$ cat src/rtl/write_pointer_full_if.sv
// Write-side FIFO pointer bundle.
// The slave modport is the pointer/full generator.
// The master modport is the producer/environment: it drives push and the
// already-synchronized read pointer, and it observes the flags.
interface write_pointer_full_if #(
  parameter int ADDR_WIDTH = 4
) ();

  logic                  push;
  logic [ADDR_WIDTH:0]   rptr_gray_sync;
  logic [ADDR_WIDTH:0]   wptr_gray;
  logic [ADDR_WIDTH-1:0] waddr;
  logic                  write_enable;
  logic                  full;
  logic                  almost_full;
  logic [ADDR_WIDTH:0]   free_slots;
  logic                  overflow;

  modport master (
    output push,
    output rptr_gray_sync,
    input  wptr_gray,
    input  waddr,
    input  write_enable,
    input  full,
    input  almost_full,
    input  free_slots,
    input  overflow
  );

  modport slave (
    input  push,
    input  rptr_gray_sync,
    output wptr_gray,
    output waddr,
    output write_enable,
    output full,
    output almost_full,
    output free_slots,
    output overflow
  );

endinterface

$ cat src/rtl/write_pointer_full.sv
// Write-domain pointer and full-flag generator for an asynchronous FIFO.
// It keeps an (ADDR_WIDTH+1)-bit binary write pointer. The extra MSB tells a
// full FIFO apart from an empty one.
// It publishes the Gray form of that pointer straight from a flop, so the
// read-domain synchronizer never samples combinational glitches.
// full, almost_full and free_slots are computed from the next write pointer
// and the synchronized read pointer, and they are registered. A push accepted
// at an edge is therefore reflected in the flags right after that edge.
module write_pointer_full #(
  parameter int ADDR_WIDTH         = 4,
  parameter int ALMOST_FULL_MARGIN = 2
) (
  input  logic                 ptr_clock,
  input  logic                 ptr_reset,
  write_pointer_full_if.slave  wr
);

  localparam int PTR_W = ADDR_WIDTH + 1;

  // Depth expressed in pointer width so it can represent the value DEPTH.
  localparam logic [PTR_W-1:0] DEPTH_V  = {1'b1, {ADDR_WIDTH{1'b0}}};
  localparam logic [PTR_W-1:0] MARGIN_V = PTR_W'(ALMOST_FULL_MARGIN);
  localparam logic [PTR_W-1:0] ZERO_V   = {PTR_W{1'b0}};

  // Binary to reflected Gray code.
  function automatic logic [PTR_W-1:0] bin2gray(input logic [PTR_W-1:0] b);
    return b ^ (b >> 1);
  endfunction

  // Reflected Gray code to binary (XOR prefix starting at the MSB).
  function automatic logic [PTR_W-1:0] gray2bin(input logic [PTR_W-1:0] g);
    logic [PTR_W-1:0] b;
    b[PTR_W-1] = g[PTR_W-1];
    for (int i = PTR_W - 2; i >= 0; i--) begin
      b[i] = b[i+1] ^ g[i];
    end
    return b;
  endfunction

  // Gray code the write pointer must equal when the FIFO holds DEPTH entries.
  // Invert the top two bits of the read pointer and keep the remaining bits.
  function automatic logic [PTR_W-1:0] full_pattern(input logic [PTR_W-1:0] rg);
    return {~rg[PTR_W-1:PTR_W-2], rg[PTR_W-3:0]};
  endfunction

  // State registers.
  logic [PTR_W-1:0] wbin_q,        wbin_d;
  logic [PTR_W-1:0] wgray_q,       wgray_d;
  logic             full_q,        full_d;
  logic             almost_full_q, almost_full_d;
  logic [PTR_W-1:0] free_slots_q,  free_slots_d;
  logic             overflow_q,    overflow_d;

  // Combinational intermediates.
  logic             write_enable_s;
  logic [PTR_W-1:0] rbin_s;
  logic [PTR_W-1:0] used_s;

  // write_enable depends only on push and the registered full flag. The read
  // pointer therefore has no combinational path to any output.
  assign write_enable_s = wr.push & ~full_q;

  // Next-state computation for the pointer, the flags and the sticky overflow.
  always_comb begin
    wbin_d        = wbin_q;
    wgray_d       = wgray_q;
    rbin_s        = ZERO_V;
    used_s        = ZERO_V;
    full_d        = 1'b0;
    almost_full_d = 1'b0;
    free_slots_d  = DEPTH_V;
    overflow_d    = overflow_q;

    // The pointer advances only on an accepted write and wraps modulo 2^PTR_W.
    wbin_d  = wbin_q + {{ADDR_WIDTH{1'b0}}, write_enable_s};
    wgray_d = bin2gray(wbin_d);

    // Occupancy uses the next write pointer, so a push and a read advance in
    // the same cycle are both accounted for.
    rbin_s       = gray2bin(wr.rptr_gray_sync);
    used_s       = wbin_d - rbin_s;
    free_slots_d = DEPTH_V - used_s;

    full_d        = (wgray_d == full_pattern(wr.rptr_gray_sync));
    almost_full_d = (free_slots_d <= MARGIN_V);

    // A rejected push is recorded and kept until reset.
    overflow_d = overflow_q | (wr.push & full_q);
  end

  // Pointer and flag registers, cleared asynchronously by ptr_reset.
  always_ff @(posedge ptr_clock or posedge ptr_reset) begin
    if (ptr_reset) begin
      wbin_q        <= ZERO_V;
      wgray_q       <= ZERO_V;
      full_q        <= 1'b0;
      almost_full_q <= 1'b0;
      free_slots_q  <= DEPTH_V;
      overflow_q    <= 1'b0;
    end else begin
      wbin_q        <= wbin_d;
      wgray_q       <= wgray_d;
      full_q        <= full_d;
      almost_full_q <= almost_full_d;
      free_slots_q  <= free_slots_d;
      overflow_q    <= overflow_d;
    end
  end

  // Outputs come straight from flops, except write_enable. The memory needs
  // write_enable in the same cycle as push.
  assign wr.wptr_gray    = wgray_q;
  assign wr.waddr        = wbin_q[ADDR_WIDTH-1:0];
  assign wr.write_enable = write_enable_s;
  assign wr.full         = full_q;
  assign wr.almost_full  = almost_full_q;
  assign wr.free_slots   = free_slots_q;
  assign wr.overflow     = overflow_q;

endmodule

$ cat src/flat_wrapper.sv
// flat-port wrapper written by rule: the top's interface ports become plain ports
module write_pointer_full_flat 
#(
  parameter int ADDR_WIDTH         = 4,
  parameter int ALMOST_FULL_MARGIN = 2
)
  (ptr_clock, ptr_reset, wr_push, wr_rptr_gray_sync, wr_wptr_gray, wr_waddr, wr_write_enable, wr_full, wr_almost_full, wr_free_slots, wr_overflow);
  write_pointer_full_if #(.ADDR_WIDTH(ADDR_WIDTH)) wr_i ();
  input  logic ptr_clock;
  input  logic ptr_reset;
  input wire logic [$bits(wr_i.push)-1:0] wr_push;
  input wire logic [$bits(wr_i.rptr_gray_sync)-1:0] wr_rptr_gray_sync;
  output wire logic [$bits(wr_i.wptr_gray)-1:0] wr_wptr_gray;
  output wire logic [$bits(wr_i.waddr)-1:0] wr_waddr;
  output wire logic [$bits(wr_i.write_enable)-1:0] wr_write_enable;
  output wire logic [$bits(wr_i.full)-1:0] wr_full;
  output wire logic [$bits(wr_i.almost_full)-1:0] wr_almost_full;
  output wire logic [$bits(wr_i.free_slots)-1:0] wr_free_slots;
  output wire logic [$bits(wr_i.overflow)-1:0] wr_overflow;
  assign wr_i.push = wr_push;
  assign wr_i.rptr_gray_sync = wr_rptr_gray_sync;
  assign wr_wptr_gray = wr_i.wptr_gray;
  assign wr_waddr = wr_i.waddr;
  assign wr_write_enable = wr_i.write_enable;
  assign wr_full = wr_i.full;
  assign wr_almost_full = wr_i.almost_full;
  assign wr_free_slots = wr_i.free_slots;
  assign wr_overflow = wr_i.overflow;
  write_pointer_full #(.ADDR_WIDTH(ADDR_WIDTH), .ALMOST_FULL_MARGIN(ALMOST_FULL_MARGIN)) u_core (.ptr_clock(ptr_clock), .ptr_reset(ptr_reset), .wr(wr_i));
endmodule
$ cat config.mk
export PLATFORM = sky130hd
export DESIGN_NAME = write_pointer_full_flat
export DESIGN_NICKNAME = d
export VERILOG_FILES = /design/src/rtl/write_pointer_full_if.sv /design/src/rtl/write_pointer_full.sv /design/src/flat_wrapper.sv
export SDC_FILE = /design/constraint.sdc
export NUM_CORES = 1
export LEC_CHECK = 0
export CORE_UTILIZATION = 50
export CTS_CLUSTER_SIZE = 40
export DETAILED_ROUTE_END_ITERATION = 16
export DONT_BUFFER_PORTS = 1
export GPL_ROUTABILITY_DRIVEN = 0
export PLACE_DENSITY = 0.75
export SLEW_MARGIN = 20
export SYNTH_ARGS = -nofsm -noshare
export SYNTH_HDL_FRONTEND = slang
export SYNTH_SLANG_ARGS = --single-unit
$ cat constraint.sdc
create_clock -name ptr_clock -period 2.85 [get_ports ptr_clock]
set_input_delay 0.285 -clock ptr_clock [delete_from_list [all_inputs] [get_ports ptr_clock]]
set_output_delay 0.285 -clock ptr_clock [all_outputs]
set_load 0.01 [all_outputs]
==> results.sh, run 1 <==
export IMPL_status="complete, no violations"
export IMPL_netlist_instances=104
export IMPL_h_tree_depth=1
export IMPL_grt_usage_pct=17.93
export IMPL_syn_to_final_growth_pct=7.037
export IMPL_cts_tree="yes"
export IMPL_clock_latency_ps=290
export IMPL_crit_path_end_kind="flip-flop"
export IMPL_total_leakage_power_nw=0.5276
export IMPL_maxCapViolations=0
export IMPL_grt_pass1_vias=747
export IMPL_cp_num_cells=10
export IMPL_dp_cells=131
export IMPL_synth_edff_count=0
export IMPL_ant_nets=0
export IMPL_max_freq_ghz=0.3751
export IMPL_finalWirelength_um=1849
export IMPL_min_path_type="input pin to flip-flop"
export IMPL_cp_cell_sequence="nor2b_1 > ha_1 > ha_2 > inv_1 > ha_1 > ha_1 > inv_1 > fa_1 > inv_1 > a2111oi_2"
export IMPL_ys_types=37
export IMPL_critPathMaxStageDelay_ps=480
export IMPL_r2r_start="u_core.wr.full$_DFF_PP0_"
export IMPL_worst_pin_slew_ps=613.5
export IMPL_wl_per_cell_um=13.60
export IMPL_r2r_end="u_core.wr.almost_full$_DFF_PP0_"
export IMPL_finalHoldViolCount=0
export IMPL_synthesis_nets=121
export IMPL_holdWs_ps=102.1
export IMPL_cts_buffers=3
export IMPL_rsz0062_at_grt="no"
export IMPL_r2r_cells=10
export IMPL_crit_buf_inv=3
export IMPL_fin_crit_ps=2666
export IMPL_core_area_um2=2022
export IMPL_p_per_area_nw_per_um2=1377
export IMPL_drt_iter0_markers=10
export IMPL_synth_warnings=0
export IMPL_setup_violations_final=0
export IMPL_fin_tns_setup_ps=0
export IMPL_worstHoldStart="wr_push"
export IMPL_vdd_ir_drop_max_mv=1.023
export IMPL_async_flop_share_pct=100.0
export IMPL_cp_start_kind="flip-flop"
export IMPL_initial_core_util_pct=54.52
export IMPL_required_ps=3030
export IMPL_ys_seq_area_share_pct=38.71
export IMPL_clk_pin_slew_ps=100
export IMPL_synthFlopType="dfrtp_1"
export IMPL_drv_slew=0
export IMPL_fp_dieH_um=48.96
export IMPL_drive_above_1_share_pct=15.60
export IMPL_antenna_found_initial=0
export IMPL_via_count=754
export IMPL_core_rowCount=16
export IMPL_worstPathMaxFanout=5
export IMPL_ys_seq_elements=17
export IMPL_num_antenna_cells=0
export IMPL_grt_pass1_wl_um=3270
export IMPL_post_cts_setup_buffers=0
export IMPL_path_delay_family="adder cells"
export IMPL_post_drt_via_cell_ratio=5.544
export IMPL_max_slew_margin_pct=59.06
export IMPL_r2r_slack_ps=180
export IMPL_startpoint="u_core.wr.full$_DFF_PP0_"
export IMPL_hpwlAfterDp_um=1419
export IMPL_crit_path_end="u_core.wr.almost_full$_DFF_PP0_"
export IMPL_arrival_ps=2840
export IMPL_netlist_area_um2=1102
export IMPL_overflow=0
export IMPL_io_pins=26
export IMPL_fin_nets=127
export IMPL_crit_slowest_cell="fa_1"
export IMPL_timing_final_crit_share_pct=93.54
export IMPL_final_cell_count_no_fill=136
export IMPL_grt_max_degree=18
export IMPL_cts_sinks=17
export IMPL_clk_path_buf_depth=2
export IMPL_worstSetupPathType="flip-flop to flip-flop"
export IMPL_detail_route_first_pass_iterations=4
export IMPL_cts_root_buf="clkbuf_4"
export IMPL_avgSynthCellArea_um2=10.60
export IMPL_finish_utilization_pct=58.35
export IMPL_drcViolationCount=0
export IMPL_die_x_um=48.96
export IMPL_die_area_um2=2397
export IMPL_fin_skew_ps=10.82
export IMPL_port_buffers=0
## Yosys cell counts (all sizes together), types with 2 or more instances
cell type  count  share of area, %
dfrtp         16                36
xnor2         11               8.7
inv           10               3.4
xor2           9               9.5
ha             8               9.1
buf            5               3.6
nor2           5               1.7
a21oi          4               1.8
nand2          4               1.4
a31oi          3               1.7
o21ai          3               1.4
a211oi         2               1.4
a21o           2               1.4
nand2b         2               1.1
nand3          2               2.0
nor2b          2               1.1
## cell type report
type / count / area (um2)
clock buffers: 4 / 26.28
fillers: 172 / 842.1
inverters: 10 / 37.54
multi-input cells: 72 / 608.1
flip-flops and latches: 17 / 426.7
well taps: 27 / 33.78
repair buffers: 6 / 47.55
## metal layers
layer  global-route usage (%)  share of wire, %  vias to the layer above
met3                    4.361               6.9                        4
met4                    10.78               2.2                        0
li1                         -                 -                      364
met1                    22.88                43                      358
met2                    27.31                48                       28
met5                        0                 0                        -
## report_power, final
| group | leakage (nW) | internal [W] | switching, W | total (W) |
|---|---|---|---|---|
| registers | 0.202 | 0.000383 | 0.000183 | 0.000565 |
| logic | 0.311 | 0.000438 | 0.000492 | 0.000930 |
| clock network | 0.0150 | 0.0000544 | 0.0000747 | 0.000129 |
| total | 0.528 | 0.000875 | 0.000749 | 0.00162 |
## state kept, by name, summed over array words and instances (netlist names)
signal                 count
u_core.wr.wptr_gray        4
u_core.wr.overflow         1
u_core.wr.almost_full      1
u_core.wbin_q              5
u_core.wr.full             1
u_core.wr.free_slots       5
## through the flow
step	setup slack, ps	area (um2)	power [W]
floorplan	68.23	1102	0.001319
global placement	225.6	1134	0.001450
detailed placement	157.5	1134	0.001488
CTS	126.6	1170	0.001621
global route	18.45	1180	0.001781
finish	184.1	1180	0.001625
## placed cells by master, fill, tap and decap left out, types with 2 or more instances in the layout
| cell type | count |
|---|---|
| nand2_1 | 4 |
| ha_1 | 7 |
| buf_4 | 5 |
| clkbuf_4 | 3 |
| dfrtp_1 | 16 |
| xor2_1 | 7 |
| o21ai_0 | 3 |
| a31oi_1 | 3 |
| nand2b_1 | 2 |
| a211oi_1 | 2 |
| inv_1 | 10 |
| a21o_1 | 2 |
| xnor2_1 | 10 |
| nor2_1 | 5 |
| a21oi_1 | 4 |
| nor2b_1 | 2 |
## worst min-delay path by stage
stage                                        to  depth (start not counted)  slack (ps)
3_3_place_gp   u_core.wr.wptr_gray[0]$_DFF_PP0_                          1         270
3_5_place_dp   u_core.wr.wptr_gray[0]$_DFF_PP0_                          1         290
5_1_grt            u_core.wr.overflow$_DFF_PP0_                          1         110
4_1_cts            u_core.wr.overflow$_DFF_PP0_                          1         100
2_1_floorplan        u_core.wbin_q[0]$_DFF_PP0_                          1         210
6_report           u_core.wr.overflow$_DFF_PP0_                          1         100
## repair_timing
item                                    CTS  global route
resized for setup                         0             2
hold buffers                              1             0
endpoints found under the setup margin    0             1
endpoints found under the hold margin    16             0
## cell families (layout without fill, tap and decap cells)
family | after synthesis | in the layout | synth area share [%]
AOI/OAI and AO/OA | 20 | 20 | 12.94
buffers and inverters | 15 | 20 | 7.038
and+or+nand+nor | 23 | 23 | 12.15
xor gates and xnor gates | 20 | 20 | 18.28
adders and majority gates | 9 | 9 | 10.90
DFF | 17 | 17 | 38.71
## worst reg2reg max path, stage by stage (launching register included)
cell	delay [ps]
dfrtp_1	430
nor2b_1	80
ha_1	220
ha_2	370
inv_1	80
ha_1	280
ha_1	160
inv_1	60
fa_1	480
inv_1	70
a2111oi_2	330
No activity file was read; power rests on OpenSTA's default activity.
==> inputs of run 2 (changes only) <==
- CORE_MARGIN: default -> 2
- SLEW_MARGIN: 20 -> 10
==> run 2 against run 1 <==
  * First-iteration DRC count shrank 40%
  * Register-to-register slack gained 20 ps
  * Maximum frequency grew 0.91%
  * Clock skew shrank 7.1 ps
  * Final cell count grew 0.74%
  * Sequential power shrank 4.4%
  * Setup slack gained 24 ps
  * Clock power shrank 5%
  * Hold slack gained 22 ps
  * Combinational power grew 2.9%
  * Count of clock-buffer cells in the layout is the same
  * Critical path type unchanged
  * Critical endpoint unchanged
  * Largest cell class unchanged
==> results.sh, run 2 (same netlist as run 1, synthesis figures left out) <==
export IMPL_status="complete, no violations"
export IMPL_clk_path_buf_depth=2
export IMPL_core_rowCount=16
export IMPL_vdd_ir_drop_max_mv=0.8836
export IMPL_fin_skew_ps=3.766
export IMPL_post_cts_setup_buffers=0
export IMPL_max_freq_ghz=0.3785
export IMPL_clk_pin_slew_ps=90
export IMPL_h_tree_depth=1
export IMPL_cts_sinks=17
export IMPL_drcViolationCount=0
export IMPL_finalHoldViolCount=0
export IMPL_ant_nets=0
export IMPL_max_slew_margin_pct=58.68
export IMPL_finish_utilization_pct=58.60
export IMPL_setup_violations_final=0
export IMPL_required_ps=3030
export IMPL_crit_path_end_kind="flip-flop"
export IMPL_fin_crit_ps=2642
export IMPL_clock_latency_ps=280
export IMPL_drive_above_1_share_pct=15.45
export IMPL_initial_core_util_pct=54.52
export IMPL_holdWs_ps=123.8
export IMPL_grt_max_degree=18
export IMPL_worstSetupPathType="flip-flop to flip-flop"
export IMPL_finalWirelength_um=1844
export IMPL_cts_buffers=3
export IMPL_wl_per_cell_um=13.46
export IMPL_syn_to_final_growth_pct=7.492
export IMPL_grt_pass1_vias=693
export IMPL_fill_cells=163
export IMPL_multi_input_area_um2=605.6
export IMPL_worstPathMaxFanout=5
export IMPL_arrival_ps=2820
export IMPL_die_area_um2=2596
export IMPL_via_count=745
export IMPL_overflow=0
export IMPL_grt_usage_pct=15.60
export IMPL_detail_route_first_pass_iterations=4
export IMPL_port_buffers=0
export IMPL_total_leakage_power_nw=0.5343
export IMPL_maxCapViolations=0
export IMPL_min_path_type="input pin to flip-flop"
export IMPL_num_antenna_cells=0
export IMPL_hpwlAfterDp_um=1436
export IMPL_dpl_worst_slack_ps=180.3
export IMPL_worst_slack_ps=208.2
export IMPL_layout_commonest_cell="dfrtp_1"
export IMPL_cts_tree="yes"
export IMPL_fp_dieH_um=50.96
export IMPL_fin_tns_setup_ps=0
export IMPL_io_pins=26
export IMPL_rsz0062_at_grt="no"
export IMPL_worst_pin_slew_ps=619.2
export IMPL_cp_start_kind="flip-flop"
export IMPL_final_cell_mix="dfrtp_1 (16), inv_1 (10), xnor2_1 (10), ha_1 (8), xor2_1 (7)"
export IMPL_post_drt_via_cell_ratio=5.438
export IMPL_antenna_found_initial=0
export IMPL_seqCellArea_um2=426.7
export IMPL_die_x_um=50.96
export IMPL_drt_iter0_markers=6
export IMPL_p_per_area_nw_per_um2=1367
export IMPL_core_area_um2=2022
export IMPL_cts_root_buf="clkbuf_4"
export IMPL_grt_pass1_wl_um=3070
export IMPL_timing_final_crit_share_pct=92.70
export IMPL_fin_nets=128
export IMPL_drv_slew=0
## run 2: area by class of cell
cell class,count,area share [%]
repair buffers,7,4.646
well taps,27,2.851
clock buffers,4,2.218
inverters,10,3.168
multi-input cells,72,51.11
flip-flops and latches,17,36.01
## run 2: what timing repair did
| action | 4_1_cts | 5_1_grt |
|---|---|---|
| hold endpoints to repair | 16 | 0 |
| hold buffers | 1 | 0 |
| endpoints found under the setup margin | 0 | 1 |
| resized for setup | 0 | 1 |
## run 2: path summary, 6_finish.rpt
path | startpoint | end | slack, ps | cells after the start
worst max-delay path | u_core.wr.full$_DFF_PP0_ | u_core.wr.almost_full$_DFF_PP0_ | 210 | 10
worst min-delay path | wr_push | u_core.wr.overflow$_DFF_PP0_ | 120 | 1
worst max register to register | u_core.wr.full$_DFF_PP0_ | u_core.wr.almost_full$_DFF_PP0_ | 210 | 10
worst min register to register | u_core.wr.overflow$_DFF_PP0_ | u_core.wr.overflow$_DFF_PP0_ | 540 | 1
max in group asynchronous | ptr_reset | u_core.wr.overflow$_DFF_PP0_ | 1940 | 2
min in group asynchronous | ptr_reset | u_core.wr.free_slots[1]$_DFF_PP0_ | 510 | 2
## run 2: per-layer routing
| layer | vias to the layer above | track usage (%) | share of wire (%) |
|---|---|---|---|
| met3 | 4 | 5.848 | 7.2 |
| met5 | - | 0 | 0 |
| li1 | 363 | - | - |
| met1 | 353 | 20.93 | 43 |
| met2 | 25 | 22.94 | 48 |
| met4 | 0 | 5.405 | 1.5 |
## run 2: worst max-delay path, stage by stage (launching register included)
cell and delay (ps):
dfrtp_1 430, nor2b_1 80, ha_1 220, ha_1 360, inv_1 90, ha_1 280, ha_1 170, inv_1 60
fa_1 480, inv_1 60, a2111oi_2 310
## run 2: power breakdown
part | internal, W | total, W | switching [W]
clock | 0.0000543 | 0.000123 | 0.0000682
combinational | 0.000444 | 0.000957 | 0.000514
sequential | 0.000383 | 0.000540 | 0.000157
total | 0.000881 | 0.00162 | 0.000739
## run 2: through the flow
stage          instance area, um2  instances  power (W)
3_3_place_gp                 1141        132   0.001464
5_1_grt                      1185        137   0.001777
4_1_cts                      1177        137   0.001632
2_1_floorplan                1102        104   0.001319
3_5_place_dp                 1141        132   0.001503
6_report                     1185        137   0.001620
==> inputs of run 3 (changes only) <==
- CORE_MARGIN: 2 -> default
==> results of run 3 <==
Same layout as run 1: the final DEF is identical, and so are final timing and power.
